<file path="src/rtl/disp_cmd_fifo_writer_if.sv">
// Command packet port between a command source and disp_cmd_fifo_writer.
// A packet (opcode plus 0..2 argument bytes) moves on a cycle where
// cmd_valid and cmd_ready are both high.
//   cmd_valid   source -> writer  packet offered
//   cmd_ready   writer -> source  writer idle and able to accept
//   cmd_opcode  source -> writer  first byte
//   cmd_arg0    source -> writer  second byte (cmd_len >= 1)
//   cmd_arg1    source -> writer  third byte (cmd_len >= 2)
//   cmd_len     source -> writer  number of argument bytes, 3 behaves as 2
interface disp_cmd_fifo_writer_if;
    logic       cmd_valid;
    logic       cmd_ready;
    logic [7:0] cmd_opcode;
    logic [7:0] cmd_arg0;
    logic [7:0] cmd_arg1;
    logic [1:0] cmd_len;

    modport master (
        output cmd_valid,
        output cmd_opcode,
        output cmd_arg0,
        output cmd_arg1,
        output cmd_len,
        input  cmd_ready
    );

    modport slave (
        input  cmd_valid,
        input  cmd_opcode,
        input  cmd_arg0,
        input  cmd_arg1,
        input  cmd_len,
        output cmd_ready
    );
endinterface

</file>
<file path="src/rtl/disp_cmd_fifo_writer.sv">
// Producer end of the display-command byte FIFO read by the vga core.
// Takes 1-3 byte command packets and writes them one byte at a time into the
// external FIFO with an active-low write strobe of programmable
// setup/pulse/hold length. A byte is only started while the FIFO reports
// not-full; once started it always completes.
// Ports:
//   clk          system clock
//   nrst         synchronous reset, active high
//   cmd          command packet port (slave side)
//   fifo_nff_in  FIFO full flag, active low, asynchronous to clk
//   fifo_data    byte presented to the FIFO
//   fifo_nwr     FIFO write strobe, active low
//   busy         a packet is in progress
//   bytes_sent   completed byte writes, wrapping 16-bit count
//
// state   | meaning
// --------+---------------------------------------------------------
// IDLE    | waiting for a packet, cmd_ready high
// WAIT_NF | next byte pending; waits for not-full and gap expiry
// SETUP   | data driven, strobe still high
// PULSE   | strobe low
// HOLD    | strobe back high, data still driven
module disp_cmd_fifo_writer #(
    parameter int SETUP_CYCLES = 1,
    parameter int PULSE_CYCLES = 2,
    parameter int HOLD_CYCLES  = 1,
    parameter int SYNC_STAGES  = 2
) (
    input  logic                        clk,
    input  logic                        nrst,
    disp_cmd_fifo_writer_if.slave       cmd,
    input  logic                        fifo_nff_in,
    output logic [7:0]                  fifo_data,
    output logic                        fifo_nwr,
    output logic                        busy,
    output logic [15:0]                 bytes_sent
);

    localparam logic [2:0] IDLE    = 3'd0;
    localparam logic [2:0] WAIT_NF = 3'd1;
    localparam logic [2:0] SETUP   = 3'd2;
    localparam logic [2:0] PULSE   = 3'd3;
    localparam logic [2:0] HOLD    = 3'd4;

    localparam int CNT_MAX_SP = (SETUP_CYCLES > PULSE_CYCLES) ? SETUP_CYCLES : PULSE_CYCLES;
    localparam int CNT_MAX    = (CNT_MAX_SP > HOLD_CYCLES) ? CNT_MAX_SP : HOLD_CYCLES;
    localparam int CNT_W      = (CNT_MAX > 1) ? $clog2(CNT_MAX) : 1;
    localparam int GAP_W      = $clog2(SYNC_STAGES + 2);

    logic [2:0]             state, state_nxt;
    logic [CNT_W-1:0]       cnt, cnt_nxt;
    logic [1:0]             idx, idx_nxt;
    logic [1:0]             last_idx;
    logic [7:0]             opcode_q, arg0_q, arg1_q;
    logic [7:0]             data_nxt;
    logic                   nwr_nxt;
    logic                   byte_done;
    logic                   accept;
    logic [SYNC_STAGES-1:0] sync;
    logic                   nff_s;
    logic [GAP_W-1:0]       gap;
    logic [15:0]            sent_cnt;

    assign nff_s      = sync[SYNC_STAGES-1];
    assign accept     = (state == IDLE) && cmd.cmd_valid && cmd.cmd_ready;
    assign bytes_sent = sent_cnt;

    always_comb begin
        state_nxt = state;
        cnt_nxt   = cnt;
        idx_nxt   = idx;
        data_nxt  = fifo_data;
        nwr_nxt   = fifo_nwr;
        byte_done = 1'b0;
        case (state)
            IDLE: begin
                if (accept) begin
                    state_nxt = WAIT_NF;
                    idx_nxt   = 2'd0;
                end
            end
            WAIT_NF: begin
                // gap keeps us from trusting a not-full that was sampled
                // before the previous write could be reflected by the FIFO.
                if (nff_s && (gap == '0)) begin
                    case (idx)
                        2'd0:    data_nxt = opcode_q;
                        2'd1:    data_nxt = arg0_q;
                        default: data_nxt = arg1_q;
                    endcase
                    state_nxt = SETUP;
                    cnt_nxt   = CNT_W'(SETUP_CYCLES - 1);
                end
            end
            SETUP: begin
                nwr_nxt = 1'b1;
                if (cnt == '0) begin
                    state_nxt = PULSE;
                    nwr_nxt   = 1'b0;
                    cnt_nxt   = CNT_W'(PULSE_CYCLES - 1);
                end else begin
                    cnt_nxt = cnt - 1'b1;
                end
            end
            PULSE: begin
                nwr_nxt = 1'b0;
                if (cnt == '0) begin
                    state_nxt = HOLD;
                    nwr_nxt   = 1'b1;
                    byte_done = 1'b1;
                    cnt_nxt   = CNT_W'(HOLD_CYCLES - 1);
                end else begin
                    cnt_nxt = cnt - 1'b1;
                end
            end
            HOLD: begin
                if (cnt == '0) begin
                    if (idx == last_idx) begin
                        state_nxt = IDLE;
                    end else begin
                        idx_nxt   = idx + 1'b1;
                        state_nxt = WAIT_NF;
                    end
                end else begin
                    cnt_nxt = cnt - 1'b1;
                end
            end
            default: state_nxt = IDLE;
        endcase
    end

    always_ff @(posedge clk) begin
        if (nrst) begin
            state         <= IDLE;
            cnt           <= '0;
            idx           <= 2'd0;
            last_idx      <= 2'd0;
            opcode_q      <= 8'h00;
            arg0_q        <= 8'h00;
            arg1_q        <= 8'h00;
            fifo_data     <= 8'h00;
            fifo_nwr      <= 1'b1;
            busy          <= 1'b0;
            cmd.cmd_ready <= 1'b0;
            sync          <= '0;
            gap           <= '0;
            sent_cnt      <= 16'h0000;
        end else begin
            state         <= state_nxt;
            cnt           <= cnt_nxt;
            idx           <= idx_nxt;
            fifo_data     <= data_nxt;
            fifo_nwr      <= nwr_nxt;
            busy          <= (state_nxt != IDLE);
            cmd.cmd_ready <= (state_nxt == IDLE);
            sync          <= {sync[SYNC_STAGES-2:0], fifo_nff_in};
            sent_cnt      <= sent_cnt + {15'd0, byte_done};
            if (accept) begin
                opcode_q <= cmd.cmd_opcode;
                arg0_q   <= cmd.cmd_arg0;
                arg1_q   <= cmd.cmd_arg1;
                last_idx <= (cmd.cmd_len == 2'd3) ? 2'd2 : cmd.cmd_len;
            end
            if (byte_done) begin
                gap <= GAP_W'(SYNC_STAGES + 1);
            end else if (gap != '0) begin
                gap <= gap - 1'b1;
            end
        end
    end

endmodule
</file>
<file path="src/flat_wrapper.sv">
// flat-port wrapper written by rule: the top's interface ports become plain ports
module disp_cmd_fifo_writer_flat 
#(
    parameter int SETUP_CYCLES = 1,
    parameter int PULSE_CYCLES = 2,
    parameter int HOLD_CYCLES  = 1,
    parameter int SYNC_STAGES  = 2
)
  (clk, nrst, fifo_nff_in, fifo_data, fifo_nwr, busy, bytes_sent, cmd_cmd_valid, cmd_cmd_opcode, cmd_cmd_arg0, cmd_cmd_arg1, cmd_cmd_len, cmd_cmd_ready);
  disp_cmd_fifo_writer_if cmd_i ();
  input  logic clk;
  input  logic nrst;
  input  logic fifo_nff_in;
  output logic [7:0] fifo_data;
  output logic fifo_nwr;
  output logic busy;
  output logic [15:0] bytes_sent;
  input wire logic [$bits(cmd_i.cmd_valid)-1:0] cmd_cmd_valid;
  input wire logic [$bits(cmd_i.cmd_opcode)-1:0] cmd_cmd_opcode;
  input wire logic [$bits(cmd_i.cmd_arg0)-1:0] cmd_cmd_arg0;
  input wire logic [$bits(cmd_i.cmd_arg1)-1:0] cmd_cmd_arg1;
  input wire logic [$bits(cmd_i.cmd_len)-1:0] cmd_cmd_len;
  output wire logic [$bits(cmd_i.cmd_ready)-1:0] cmd_cmd_ready;
  assign cmd_i.cmd_valid = cmd_cmd_valid;
  assign cmd_i.cmd_opcode = cmd_cmd_opcode;
  assign cmd_i.cmd_arg0 = cmd_cmd_arg0;
  assign cmd_i.cmd_arg1 = cmd_cmd_arg1;
  assign cmd_i.cmd_len = cmd_cmd_len;
  assign cmd_cmd_ready = cmd_i.cmd_ready;
  disp_cmd_fifo_writer #(.SETUP_CYCLES(SETUP_CYCLES), .PULSE_CYCLES(PULSE_CYCLES), .HOLD_CYCLES(HOLD_CYCLES), .SYNC_STAGES(SYNC_STAGES)) u_core (.clk(clk), .nrst(nrst), .cmd(cmd_i), .fifo_nff_in(fifo_nff_in), .fifo_data(fifo_data), .fifo_nwr(fifo_nwr), .busy(busy), .bytes_sent(bytes_sent));
endmodule
</file>
<file path="config.mk">
export PLATFORM = sky130hd
export DESIGN_NAME = disp_cmd_fifo_writer_flat
export DESIGN_NICKNAME = d
export VERILOG_FILES = /design/src/rtl/disp_cmd_fifo_writer_if.sv /design/src/rtl/disp_cmd_fifo_writer.sv /design/src/flat_wrapper.sv
export SDC_FILE = /design/constraint.sdc
export NUM_CORES = 1
export LEC_CHECK = 0
export BUFFER_PORTS_ARGS = -buffer_cell sky130_fd_sc_hd__buf_2
export CAP_MARGIN = 20
export CORE_MARGIN = 3
export CORE_UTILIZATION = 58
export DETAILED_ROUTE_END_ITERATION = 10
export GPL_TIMING_DRIVEN = 0
export PLACE_DENSITY = 0.84
export SLEW_MARGIN = 15
export SYNTH_ARGS = -nofsm -noshare
export SYNTH_HDL_FRONTEND = slang
export SYNTH_SLANG_ARGS = --single-unit
</file>
<file path="constraint.sdc">
create_clock -name clk -period 4.9 [get_ports clk]
set_input_delay 1.225 -clock clk [delete_from_list [all_inputs] [get_ports clk]]
set_output_delay 1.225 -clock clk [all_outputs]
set_load 0.02 [all_outputs]
</file>
==> flow_summary.toml, run 1 <==
[final_layout]
fill_cells = 348
final_common_cell = "nand2_1"
final_cell_area_mm2 = 0.00325
fin_cells = 430
syn_to_final_growth_pct = 19.8
final_nets = 409
drive_gt1_frac = 0.238
post-route-util = 0.731
antenna_cells = 0
layout_common_cells = "nand2_1 (66), dfxtp_1 (63), buf_2 (55)"

[cts]
cts_buffers = 9
post_cts_buffers = 0
post_cts_resized = 0
clkTransAtPathRegs_ps = 70
worst_skew_pair.late_latency_ps = 350
root_buffer = "clkbuf_8"
clock_sinks = 63
clockBufferDepth = 2
cts_htree_levels = 3
cts_hold_buf = 0
cts_tree = "yes"

[floorplanning]
pin_count = 57
die_area_mm2 = 0.00554
initial_core_util = 0.611
die_h_um = 74.4
num_rows = 24
die_w_um = 74.4
fp.coreArea_mm2 = 0.00444

[power]
p_per_area_mw_per_mm2 = 356
ir_drop_mv = 0.294
power_leakage_nw = 1.29
power_mw = 1.16

[place]
placed_cells = 414
hpwlAfterDp_um = 4140
gp_routability_congestion = 0.859
portBuffers = 55
place_ws_ps = 2480
dpl_cell_area_mm2 = 0.00305

[critical_path]
required_ps = 3670
reg2regPathDepth = 9
path_cells = "buf_2"
crit_family = "flip-flops"
cp.arrival_ps = 1030
crit_type = "reg -> out"
cp-end-kind = "output port"
rr_endpoint = "u_core.bytes_sent[13]"
worstSetupStartpointType = "flop"
critPathMaxStageDelay_ps = 470
r2r-start = "u_core.state[0]"
r2r_setup_slack_ps = 2680
crit_slowest_cell = "dfxtp_1"
critical_path_buf_inv_count = 1
crit_fanout = 7

[outcome]
outcome = "finished, final reports clean"

[synth]
synthDistinctLibCells = 43
syn_inst = 307
syn_nets = 343
avgSynthCellArea_um2 = 8.84
synth_area_mm2 = 0.00271
synth_ff_type = "dfxtp_1"
ys_async_sr_fraction = 0
yosysSeqAreaShare = 0.465
yosysWarnings = 0
ys_ff_latch = 63
synth_edf_count = 0

[worst_hold_path]
holdPathEnd = "u_core.arg1_q[2]"
holdCritStartpoint = "u_core.arg1_q[2]"
hold_path_class = "reg -> reg"
hold_path_depth = 2

[sta]
maxClockFrequency_mhz = 443
final-setup-viol-count = 0
finalMaxSlewViolations = 0
worst_slack_ps = 2640
fin_tns_setup_ps = 0
whs_ps = 460
timing.final.crit_share = 0.460
min_period_ps = 2260
fin_worst_skew_ps = 8.05
worst_pin_slew_ps = 652
max_slew_margin = 0.562
rsz0062_at_grt = "no"
timing.final.hold_violations = 0

[route]
dr.pass1.iters = 4
vias = 2346
vias_per_cell = 5.46
final_antenna_net_count = 0
wl_um = 5770
drtIter0Drc = 178
wl_per_cell_um = 13.4
drc = 0

[global_route]
grt_max_degree = 13
antenna_found_initial = 0
grt_util_all_layers = 0.234
overflow = 0
grt_first_pass_wirelength_um = 9700
grt_pass1_vias = 2152

[flow_run]
cap_violations = 0
## Yosys cell counts (all sizes together), types with 2 or more instances
cell	count	area (µm²)
a211oi	2	32.5
a21oi	33	165
a22oi	8	60.1
a311oi	8	70.1
a31oi	2	12.5
and2	2	12.5
and3	2	12.5
and4	4	37.5
buf	10	105
clkbuf	8	30.0
dfxtp	63	1260
ha	6	75.1
inv	7	26.3
nand2	66	248
nand2b	2	12.5
nand3	4	20.0
nand3b	3	35.0
nand4	5	37.5
nor2	27	101
nor2b	6	37.5
nor3	2	21.3
o21ai	6	30.0
or2	2	12.5
or3	5	31.3
xnor2	5	43.8
xor2	9	78.8
## kinds of logic after synthesis
logic type | synth area share
buf+inv | 0.0595
flops | 0.465
fa+ha+maj | 0.0277
simple gates | 0.248
compound gates | 0.152
xor+xnor | 0.0452
mux | 0.00369
## registers in the layout (all words and copies together) (netlist names)
name	count
u_core.last_idx	2
u_core.arg1_q	8
u_core.idx	2
u_core.busy	1
u_core.gap	2
u_core.fifo_nwr	1
u_core.arg0_q	8
u_core.cmd.cmd_ready	1
u_core.fifo_data	8
u_core.state	3
u_core.opcode_q	8
u_core.sync	2
u_core.cnt	1
u_core.bytes_sent	16
## worst max-delay path by stage
stage,start,endpoint,slack [ps],cells after the start
after floorplan,cmd_cmd_valid,u_core.arg0_q[0],2670,6
after global placement,cmd_cmd_valid,u_core.opcode_q[7],2490,6
after detailed placement,cmd_cmd_valid,u_core.arg1_q[7],2480,7
after CTS,u_core.bytes_sent[4],bytes_sent[4],2630,1
after global routing,u_core.state[0],u_core.bytes_sent[13],2490,9
final,u_core.bytes_sent[4],bytes_sent[4],2640,1
## routing by layer
| metal | track usage | vias to the layer above | part of all wire | wire length [µm] |
|---|---|---|---|---|
| li1 | - | 1188 | - | - |
| met1 | 0.290 | 1075 | 0.45 | 2620 |
| met2 | 0.360 | 68 | 0.46 | 2670 |
| met3 | 0.0824 | 15 | 0.060 | 345 |
| met4 | 0.117 | 0 | 0.023 | 130 |
| met5 | 0 | - | 0 | 0 |
## report_power, final
group | switching, mW | internal, mW
clock | 0.209 | 0.235
combinational | 0.0882 | 0.0695
sequential | 0.0142 | 0.540
total | 0.312 | 0.845
## worst min-delay path: cells and delay by family (launching register included)
kind             cells  cell delay (ps)
AND/OR/NAND/NOR      1               50
AO/OA/AOI/OAI        1               50
flip-flops           1              310
## final cells by class
cell class,instances,area (µm²),area share
buffer,18,135,0.0416
clock buffer,9,124,0.0381
clock inverter,7,72.6,0.0223
inverter,7,26.3,0.00808
multi-input combinational,219,1290,0.397
sequential,63,1260,0.388
tap,52,65.1,0.0200
timing repair buffer,55,275,0.0847
No activity file was read; power rests on OpenSTA's default activity.
==> run 2, diff against run 1 <==
--- a/config.mk
+++ b/config.mk
@@ -5,13 +5,14 @@
 export SDC_FILE = /design/constraint.sdc
 export NUM_CORES = 1
 export LEC_CHECK = 0
+export ABC_AREA = 1
 export BUFFER_PORTS_ARGS = -buffer_cell sky130_fd_sc_hd__buf_2
 export CAP_MARGIN = 20
 export CORE_MARGIN = 3
-export CORE_UTILIZATION = 58
+export CORE_UTILIZATION = 54
 export DETAILED_ROUTE_END_ITERATION = 10
 export GPL_TIMING_DRIVEN = 0
-export PLACE_DENSITY = 0.84
+export PLACE_DENSITY = 0.79
 export SLEW_MARGIN = 15
 export SYNTH_ARGS = -nofsm -noshare
 export SYNTH_HDL_FRONTEND = slang
==> constraint.sdc (replaced) <==
create_clock -name clk -period 2.3 [get_ports clk]
set_input_delay 0.575 -clock clk [delete_from_list [all_inputs] [get_ports clk]]
set_output_delay 0.575 -clock clk [all_outputs]
set_load 0.02 [all_outputs]
==> flow_summary.toml, run 2 <==
[cts]
post_cts_resized = 0
root_buffer = "clkbuf_8"
clock_sinks = 63
cts_htree_levels = 3
worst_skew_pair.late_latency_ps = 330
cts_buffers = 9
post_cts_buffers = 0
cts_tree = "yes"
clockBufferDepth = 2
clkTransAtPathRegs_ps = 70
cts_hold_buf = 0

[route]
vias_per_cell = 4.98
vias = 2472
wl_per_cell_um = 12.1
dr.pass1.iters = 5
wl_um = 5990
final_antenna_net_count = 0
drtIter0Drc = 131
drc = 0

[critical_path]
worstSetupStartpointType = "flop"
crit_type = "reg -> reg"
required_ps = 2520
cp-end-kind = "flop"
crit_fanout = 4
cp.arrival_ps = 2240

[place]
gp_routability_congestion = 0.829
hpwlAfterDp_um = 4290
portBuffers = 55
place_ws_ps = 340

[sta]
timing.final.crit_share = 0.878
max_slew_margin = 0.639
timing.final.hold_violations = 0
fin_tns_setup_ps = 0
worst_slack_ps = 280
finalMaxSlewViolations = 0
min_period_ps = 2020
worst_pin_slew_ps = 539
maxClockFrequency_mhz = 495
fin_worst_skew_ps = 6.16
rsz0062_at_grt = "no"
final-setup-viol-count = 0

[synth]
synthDistinctLibCells = 29
synth_area_mm2 = 0.00271
yosys.area.top_type_share = 0.466
synth_compound_area_frac = 0.172
synth_ff_type = "dfxtp_1"
synth_mux_area_frac = 0
synthSimpleGateAreaFrac = 0.227
synth_edf_count = 0
avgSynthCellArea_um2 = 7.54
ys_ff_latch = 63
synth-xor-area-share = 0.0129
yosysTopAreaCell = "dfxtp_1"
yosysWarnings = 0
yosysMostFrequentCell = "nor2_1"
synthTopCellsByCount = "nor2_1 (74), dfxtp_1 (63), nand2_1 (41), o21ai_0 (40), inv_1 (36)"
synthAdderAreaFrac = 0.0277
syn_nets = 395
synth_area_leaders = "dfxtp_1 (47%), nor2_1 (10%), o21ai_0 (7.4%)"
ys_async_sr_fraction = 0
yosysSeqAreaShare = 0.466
synth_top_family_by_area = "simple AND/OR/NAND/NOR gates"
syn_inst = 359

[global_route]
antenna_found_initial = 0
overflow = 0
grt_first_pass_wirelength_um = 10200
grt_pass1_vias = 2275
grt_util_all_layers = 0.216
grt_max_degree = 11

[floorplanning]
die_area_mm2 = 0.00590
num_rows = 25
fp.coreArea_mm2 = 0.00479
pin_count = 57
die_w_um = 76.8
initial_core_util = 0.565
die_h_um = 76.8

[worst_hold_path]
hold_path_class = "reg -> reg"

[power]
power_leakage_nw = 1.47
p_per_area_mw_per_mm2 = 745
ir_drop_mv = 0.649

[final_layout]
final_common_cell = "nor2_1"
final_nets = 461
largest_reg_flops = 16
drive_gt1_frac = 0.219
antenna_cells = 0
fill_cells = 437
layout_common_cells = "nor2_1 (74), dfxtp_1 (63), buf_2 (59)"
syn_to_final_growth_pct = 19.1

[outcome]
outcome = "finished, final reports clean"

[flow_run]
cap_violations = 0
[run 2: worst max-delay path, cell delays in order, from the launching register on]
cell and delay, ps:
dfxtp_1 380, nand2_1 70, nor2_1 160, ha_1 230
ha_1 180, ha_1 160, nand2_1 110, nor2_1 210
nand2_1 160, nor3_1 180, nor3_1 70
[run 2: per-stage QoR]
| stage | cell area, µm² | util | total power, mW | hold WS (ps) | instances |
|---|---|---|---|---|---|
| final | 3220 | 0.673 | 2.40 | 401 | 496 |
| after global routing | 3220 | 0.673 | 2.54 | 438 | 496 |
| after CTS | 3220 | 0.673 | 2.42 | 403 | 496 |
| after detailed placement | 3070 | 0.641 | 1.62 | 394 | 481 |
| after global placement | 3070 | 0.641 | 1.61 | 391 | 481 |
| after floorplan | 2710 | - | 1.52 | 388 | 359 |
[run 2: power breakdown]
group | switching [mW] | internal [mW]
Combinational | 0.228 | 0.154
Clock | 0.388 | 0.415
Sequential | 0.0446 | 1.17
[run 2: area by class of cell]
type / instances / area, µm² / share of cell area
Buffer: 15 / 100 / 0.0311
Clock buffer: 14 / 153 / 0.0474
Clock inverter: 1 / 5.00 / 0.00155
Inverter: 41 / 154 / 0.0477
Multi-Input combinational cell: 240 / 1190 / 0.370
Sequential cell: 63 / 1260 / 0.391
Tap cell: 67 / 83.8 / 0.0260
Timing Repair Buffer: 55 / 275 / 0.0854
[run 2: cell families after synthesis]
| family | Yosys count |
|---|---|
| AO/OA/AOI/OAI | 86 |
| XOR/XNOR | 4 |
| adder cells (fa/ha/maj) | 6 |
| buffers and inverters | 56 |
| flip-flops | 63 |
| AND/OR/NAND/NOR | 144 |
[run 2: worst paths after layout]
kind,start,end,slack (ps),depth (start not counted)
worst max-delay path,u_core.state[1],u_core.bytes_sent[12],280,10
worst min-delay path,u_core.sync[0],u_core.sync[1],400,2
worst max register to register,u_core.state[1],u_core.bytes_sent[12],280,10
worst min register to register,u_core.sync[0],u_core.sync[1],400,2
[run 2: layer usage]
metal	track usage	vias up	share of wire
met1	0.279	1107	0.47
met2	0.336	61	0.46
met3	0.0704	7	0.057
met5	0	-	0
met4	0.0797	0	0.012
li1	-	1297	-
